**src/rtl/nrisc_ula_seq.sv**
```systemverilog
// ----------------------------------------------------------------------------
// nrisc_ula_seq
// Sequential, handshaked NRISC ALU. Results and flags {minus, zero, carry}
// are registered. Shifts and rotates move one bit per clock for a distance
// taken from ULA_B[SHW-1:0]. All other operations complete in one cycle.
//
// Ports
//   clk        clock; all state changes on the rising edge
//   rst        synchronous active-high reset
//   in_valid   operation present on ULA_A / ULA_B / ULA_ctrl
//   in_ready   block is idle and can accept an operation
//   ULA_A      operand A
//   ULA_B      operand B (shift distance in B[SHW-1:0] for shift ops)
//   ULA_ctrl   [2:0] function select, [3] 0 = shift / 1 = rotate
//   out_valid  ULA_OUT / ULA_flags hold a completed result
//   out_ready  consumer takes the result
//   ULA_OUT    registered result
//   ULA_flags  registered {minus, zero, carry}
// ----------------------------------------------------------------------------
module nrisc_ula_seq #(
    parameter int TAM = 16,
    parameter int SHW = $clog2(TAM)
) (
    input  logic           clk,
    input  logic           rst,
    input  logic           in_valid,
    output logic           in_ready,
    input  logic [TAM-1:0] ULA_A,
    input  logic [TAM-1:0] ULA_B,
    input  logic [3:0]     ULA_ctrl,
    output logic           out_valid,
    input  logic           out_ready,
    output logic [TAM-1:0] ULA_OUT,
    output logic [2:0]     ULA_flags
);

    typedef enum logic [1:0] {
        ST_IDLE  = 2'd0,
        ST_SHIFT = 2'd1,
        ST_DONE  = 2'd2
    } state_t;

    localparam logic [2:0] OP_ADD = 3'b000;
    localparam logic [2:0] OP_SUB = 3'b001;
    localparam logic [2:0] OP_AND = 3'b010;
    localparam logic [2:0] OP_OR  = 3'b011;
    localparam logic [2:0] OP_XOR = 3'b100;
    localparam logic [2:0] OP_SHR = 3'b101;
    localparam logic [2:0] OP_SHL = 3'b110;
    localparam logic [2:0] OP_NOT = 3'b111;

    state_t         r_state, w_state_next;
    logic [TAM-1:0] r_work,  w_work_next;
    logic [SHW-1:0] r_cnt,   w_cnt_next;
    logic           r_left,  w_left_next;   // 1 = toward MSB
    logic           r_rot,   w_rot_next;    // 1 = rotate, 0 = zero fill
    logic [TAM-1:0] r_out,   w_out_next;
    logic [2:0]     r_flags, w_flags_next;

    logic [2:0]     w_sel;
    logic [SHW-1:0] w_dist;
    logic           w_is_shift;
    logic [TAM:0]   w_add;
    logic [TAM:0]   w_sub;
    logic [TAM-1:0] w_imm_res;
    logic           w_imm_carry;
    logic [TAM-1:0] w_step_res;
    logic           w_step_out;

    assign w_sel      = ULA_ctrl[2:0];
    assign w_dist     = ULA_B[SHW-1:0];
    assign w_is_shift = (w_sel == OP_SHR) || (w_sel == OP_SHL);

    // Extra top bit carries the carry-out for add and the borrow for sub.
    assign w_add = {1'b0, ULA_A} + {1'b0, ULA_B};
    assign w_sub = {1'b0, ULA_A} - {1'b0, ULA_B};

    // Single-cycle result. A shift reaching this path has distance 0,
    // so it passes A through with carry 0.
    always_comb begin
        w_imm_res   = '0;
        w_imm_carry = 1'b0;
        case (w_sel)
            OP_ADD: begin
                w_imm_res   = w_add[TAM-1:0];
                w_imm_carry = w_add[TAM];
            end
            OP_SUB: begin
                w_imm_res   = w_sub[TAM-1:0];
                w_imm_carry = w_sub[TAM];
            end
            OP_AND:  w_imm_res = ULA_A & ULA_B;
            OP_OR:   w_imm_res = ULA_A | ULA_B;
            OP_XOR:  w_imm_res = ULA_A ^ ULA_B;
            OP_NOT:  w_imm_res = ~ULA_A;
            default: w_imm_res = ULA_A;
        endcase
    end

    // One-bit step of the working register; the outgoing bit re-enters
    // at the opposite end only when rotating.
    always_comb begin
        if (r_left) begin
            w_step_out = r_work[TAM-1];
            w_step_res = {r_work[TAM-2:0], r_rot & r_work[TAM-1]};
        end else begin
            w_step_out = r_work[0];
            w_step_res = {r_rot & r_work[0], r_work[TAM-1:1]};
        end
    end

    always_comb begin
        w_state_next = r_state;
        w_work_next  = r_work;
        w_cnt_next   = r_cnt;
        w_left_next  = r_left;
        w_rot_next   = r_rot;
        w_out_next   = r_out;
        w_flags_next = r_flags;
        case (r_state)
            ST_IDLE: begin
                if (in_valid) begin
                    if (w_is_shift && (w_dist != '0)) begin
                        w_work_next  = ULA_A;
                        w_cnt_next   = w_dist;
                        w_left_next  = (w_sel == OP_SHL);
                        w_rot_next   = ULA_ctrl[3];
                        w_state_next = ST_SHIFT;
                    end else begin
                        w_out_next   = w_imm_res;
                        w_flags_next = {w_imm_res[TAM-1], (w_imm_res == '0), w_imm_carry};
                        w_state_next = ST_DONE;
                    end
                end
            end
            ST_SHIFT: begin
                w_work_next = w_step_res;
                w_cnt_next  = r_cnt - 1'b1;
                // Counter reaches zero on this edge: publish the result.
                if (r_cnt == SHW'(1)) begin
                    w_out_next   = w_step_res;
                    w_flags_next = {w_step_res[TAM-1], (w_step_res == '0), w_step_out};
                    w_state_next = ST_DONE;
                end
            end
            ST_DONE: begin
                if (out_ready) begin
                    w_state_next = ST_IDLE;
                end
            end
            default: w_state_next = ST_IDLE;
        endcase
    end

    always_ff @(posedge clk) begin
        if (rst) begin
            r_state <= ST_IDLE;
            r_work  <= '0;
            r_cnt   <= '0;
            r_left  <= 1'b0;
            r_rot   <= 1'b0;
            r_out   <= '0;
            r_flags <= 3'b000;
        end else begin
            r_state <= w_state_next;
            r_work  <= w_work_next;
            r_cnt   <= w_cnt_next;
            r_left  <= w_left_next;
            r_rot   <= w_rot_next;
            r_out   <= w_out_next;
            r_flags <= w_flags_next;
        end
    end

    assign in_ready  = (r_state == ST_IDLE);
    assign out_valid = (r_state == ST_DONE);
    assign ULA_OUT   = r_out;
    assign ULA_flags = r_flags;

endmodule

```
**config.mk**
```make
export PLATFORM = sky130hd
export DESIGN_NAME = nrisc_ula_seq
export DESIGN_NICKNAME = d
export VERILOG_FILES = /design/src/rtl/nrisc_ula_seq.sv
export SDC_FILE = /design/constraint.sdc
export NUM_CORES = 1
export LEC_CHECK = 0
export BUFFER_PORTS_ARGS = -buffer_cell sky130_fd_sc_hd__buf_2
export CORE_ASPECT_RATIO = 0.6
export CORE_MARGIN = 2
export CORE_UTILIZATION = 60
export CTS_CLUSTER_DIAMETER = 30
export DETAILED_ROUTE_END_ITERATION = 10
export PLACE_DENSITY = 0.82
export SETUP_SLACK_MARGIN = 0.1
export SKIP_CTS_REPAIR_TIMING = 1
export SKIP_LAST_GASP = 1
export SYNTH_ARGS = -nofsm -noshare
export SYNTH_HDL_FRONTEND = slang
export SYNTH_SLANG_ARGS = --single-unit
```
**constraint.sdc**
```tcl
create_clock -name clk -period 3.95 [get_ports clk]
set_input_delay 0.1975 -clock clk [delete_from_list [all_inputs] [get_ports clk]]
set_output_delay 0.1975 -clock clk [all_outputs]
set_load 0.02 [all_outputs]
```
# --- After elaboration in Yosys (flattened, before gate mapping) ---
# Index checks and enable logic that the tools add are counted.
word_totals:
  ff_bits: 43
  inputBits: 40
  output_inout_bits: 21
  word_cells: 66
op_classes:
  n_addsub: 3
  eq_ne: 15
  mux: 23
  bitwise_logic: 6
  reduce_logical: 12
op_table:
  columns: ["op", "count"]
  rows:
  - ["16-bit two-way mux", 6]
  - ["16-bit one-hot mux with 6 select lines", 1]
  - ["16-bit one-hot mux with 2 select lines", 2]
  - ["16-bit zero test", 2]
  - ["16-bit by 16-bit adder with 17-bit output", 1]
  - ["16-bit by 16-bit subtractor with 17-bit output", 1]
  - ["16-bit AND", 1]
  - ["16-bit inverter", 1]
  - ["16-bit bitwise OR", 1]
  - ["16-bit bitwise XOR", 1]
  - ["3-bit == test, second input constant", 4]
  - ["3-bit two-way mux", 3]
  - ["3-bit AND reduction", 3]
  - ["2-bit two-way mux", 4]
  - ["4-bit two-way mux", 2]
  - ["4-bit one-hot mux with 2 select lines", 1]
  - ["3-bit by 2-bit == test with 1-bit output, second input constant", 2]
  - ["2-bit != test, second input constant", 3]
  - ["2-bit one-hot mux with 3 select lines", 1]
  - ["3-bit one-hot mux with 2 select lines", 1]
  - ["4-bit by 1-bit == test with 1-bit output, second input constant", 1]
  - ["2-bit by 1-bit != test with 1-bit output, second input constant", 2]
  - ["4-bit AND reduction", 1]
  - ["4-bit nonzero test", 1]
  - ["12 further kinds", 13]

# --- Depth between registers and ports, before layout ---
logic_depth:
  ltp_word: 6
  mapped_depth: 13
  ltp_nobuf: 13

# --- Least setup slack after synthesis ---
# Ideal clock, no wire load.
synth_timing:
  path_type: "input-to-reg"
  startpoint: "input port ULA_A[0]"
  endpoint: "register r_flags[1], in the netlist ULA_flags[1]"
  setup_time_ns: 0.084
  t_arrival_ns: 2.758
  required_ns: 3.866
  setup_slack_ns: 1.108
  cell_stages: 12
  n_path_buf: 0
  cell_sequence: "ha_1 > inv_1 > fa_1 > nand2b_1 > a211oi_2 > o221ai_2 > a22o_1 > or3_1 > o311ai_2 > nand2_1 > or4_1 > o31ai_2"
synth_between:
  elab_chain_len: 6
synth_rtl:
  columns: ["item", "line_no", "text"]
  rows:
  - ["from (decl)", "28", "input logic [TAM-1:0] ULA_A,"]
  - ["16-bit by 16-bit subtractor with 17-bit output (tied with other cells)", "76", "assign w_sub = {1'b0, ULA_A} - {1'b0, ULA_B};"]
  - ["16-bit one-hot mux with 6 select lines (*)", "83", "case (w_sel)"]
  - ["16-bit zero test (*)", "131", "w_flags_next = {w_imm_res[TAM-1], (w_imm_res == '0), w_imm_carry};"]
  - ["3-bit two-way mux (*)", "123", "if (w_is_shift && (w_dist != '0)) begin"]
  - ["3-bit two-way mux (*)", "122", "if (in_valid) begin"]
  - ["3-bit one-hot mux with 2 select lines (*)", "120", "case (r_state)"]
  - ["to (signal assigned)", "171", "r_flags <= w_flags_next;"]
  - ["to (decl)", "58", "logic [2:0] r_flags, w_flags_next;"]
# Every way passes the cells marked *; elsewhere a longest branch is shown, timed or not. The select of a mux whose other input is x is not followed.
# A chain may end at the register's enable or synchronous reset.

# --- Worst setup path in the final report ---
layout_timing:
  startpoint: "input port ULA_ctrl[1]"
  endpoint: "register r_rot"
layout_between:
  elab_chain_len: 4
layout_rtl:
  columns: ["item", "line_no", "text"]
  rows:
  - ["from (decl)", "30", "input logic [3:0] ULA_ctrl,"]
  - ["3-bit == test", "72", "assign w_is_shift = (w_sel == OP_SHR) || (w_sel == OP_SHL);"]
  - ["1-bit logical OR (*)", "72", null]
  - ["1-bit logical AND (*)", "123", null]
  - ["3-bit AND reduction (no source line) (*)", null, null]
  - ["to (signal assigned)", "169", "r_rot <= w_rot_next;"]
  - ["to (decl)", "56", "logic r_rot, w_rot_next;"]
# Every way passes the cells marked *; elsewhere a longest branch is shown, timed or not.

==> results.toml <==
[drt]
drt_wl_total_um = 18030
vias_per_cell = 6.954
wl_per_cell_um = 20.77
vias = 6036
final_antenna_net_count = 0
drc = 0
drt_pass1_iterations = 6
drtIter0Drc = 977

[synth]
yosysSeqAreaShare_pct = 16.39
ys_seq_elements = 42
synthFlopType = "dfxtp_1"
synth_nets = 821
synth-edff-count = 0
ys.warnings.count = 0
synthArstFlopShare_pct = 0
syn_inst = 726
ys_types = 81
synth.cell_area_mm2 = 0.005131
synth.avg_cell_area_um2 = 7.068

[floorplanning]
design.die.area_mm2 = 0.009332
die_w_um = 123.4
start_util_pct = 61.14
core-area_mm2 = 0.008393
die_y_um = 75.63
pin_count = 61
row_count = 26

[setup_path]
worstPathArrival_ps = 3510
crit_path_end_kind = "flip-flop"
cp_max_fo = 26
cp.required_ps = 4100
start_kind = "input pin"
crit_type = "input pin to flip-flop"

[global_routing]
antenna_found_initial = 0
grt_pass1_wl_um = 27800
grt_max_degree = 42
grt_pass1_vias = 5284
track_usage_pct = 38.86
grt_overflow_total = 0

[layout]
fillCellCount = 752
syn_to_final_growth_pct = 9.290
fin_nets = 850
layout-drive-gt1-share_pct = 13.89
final_cell_mix = "nor2_1, nand2_1, a21oi_1"
final_common_cell = "nor2_1"
num_antenna_cells = 0
post-route-util_pct = 66.82

[timing]
rsz0062_at_grt = "no"
slew_headroom_pct = 25.08
fin_setup_tns_ps = 0
finalClockSkew_ps = 8.349
period_share_pct = 85.08
maxSlewViolCount = 0
max_freq_mhz = 297.6
finalCriticalPeriod_ps = 3360
setup_viol_count_final = 0
hold_viol = 0
setup_slack_ps = 589.5
worst_slew_pin_slew_ps = 1122

[clocking]
clockBufferDepth = 2
cts_buffers = 5
root_buffer = "clkbuf_16"
insertion_delay_ps = 290
cts_tree = "yes"
cts.sinks = 42
cts.htree.levels = 2
clk_pin_slew_ps = 60

[place]
place.gp.congestion = 1.055
io_buffers = 60
post-place-ws_ps = 496.0
place_hpwl_um = 13510

[power]
p_leak_nw = 2.411
power.total_mw = 1.693
peakVddDrop_mv = 0.2181
powerDensity_mw_per_mm2 = 301.8

[job]
cap_violations = 0

[worst_hold_path]
hp-class = "input pin to flip-flop"

[outcome]
status = "finished clean"
==> cell usage after synthesis (all sizes together) (23+ instances only) <==
library cell	instances	area (um^2)
ha	53	663.1
mux2i	23	230.2
a211oi	26	200.2
nor2	82	310.3
o21ai	39	195.2
dfxtp	42	840.8
nand2	72	270.3
nor3	23	115.1
a21oi	62	314.1
clkbuf	32	121.4
inv	51	191.4
==> worst paths after layout <==
check | startpoint | endpoint | slack (ps) | depth (start not counted)
min | ULA_ctrl[3] | r_rot | 160 | 3
min reg2reg | ULA_OUT[2] | ULA_OUT[2] | 450 | 2
max reg2reg | r_cnt[0] | ULA_flags[1] | 950 | 10
max | ULA_ctrl[1] | r_rot | 590 | 7
==> area by class of cell <==
cell class | count | area, um^2 | share of cell area, %
clock buffer | 5 | 125.1 | 2.231
inverter | 53 | 198.9 | 3.548
multi-input combinational | 579 | 3857 | 68.79
sequential | 42 | 840.8 | 14.99
tap | 112 | 140.1 | 2.499
timing repair buffer | 74 | 405.4 | 7.229
clock inverter | 3 | 40.04 | 0.7140
==> metrics by stage <==
step           std cells  instance area [um^2]  hold slack (ps)
5_1_grt              868                  5608            165.5
2_1_floorplan        726                  5131            344.7
3_3_place_gp         860                  5443            434.9
3_5_place_dp         860                  5443            439.7
6_report             868                  5608            158.1
4_1_cts              868                  5608            153.4
==> layer usage <==
layer  wire [um]  vias to the layer above  global-route usage, %
li1            -                     2694                      -
met1        7633                     2781                  57.47
met2        7461                      504                  57.45
met3        2516                       57                  9.132
met4         414                        0                  7.955
met5           0                        -                      0
==> sequential cells by signal, indices dropped and copies added (netlist names) <==
name       cells
r_state        2
ULA_flags      2
ULA_OUT       16
r_work        16
r_rot          1
r_left         1
r_cnt          4
==> cells by family after synthesis <==
logic type	Yosys count	share of synthesized area, %
buffers and inverters	105	8.437
adders and majority gates	55	13.70
xor gates and xnor gates	8	1.366
DFF	42	16.39
AOI/OAI and AO/OA	235	31.75
muxes	25	4.926
and+or+nand+nor	256	23.43
==> worst max-delay path, stage by stage <==
cell     delay [ps]
buf_2           460
xor2_1          630
nand2_1         330
or4b_2          950
nor2_1          610
mux2i_1         260
nor2_1           50
==> power by group <==
part	leakage, nW	switching [mW]	internal [mW]
Combinational	1.98	0.469	0.260
Sequential	0.343	0.0317	0.464
Clock	0.0836	0.172	0.296
Total	2.41	0.673	1.02
No activity file was read; power rests on OpenSTA's default activity.
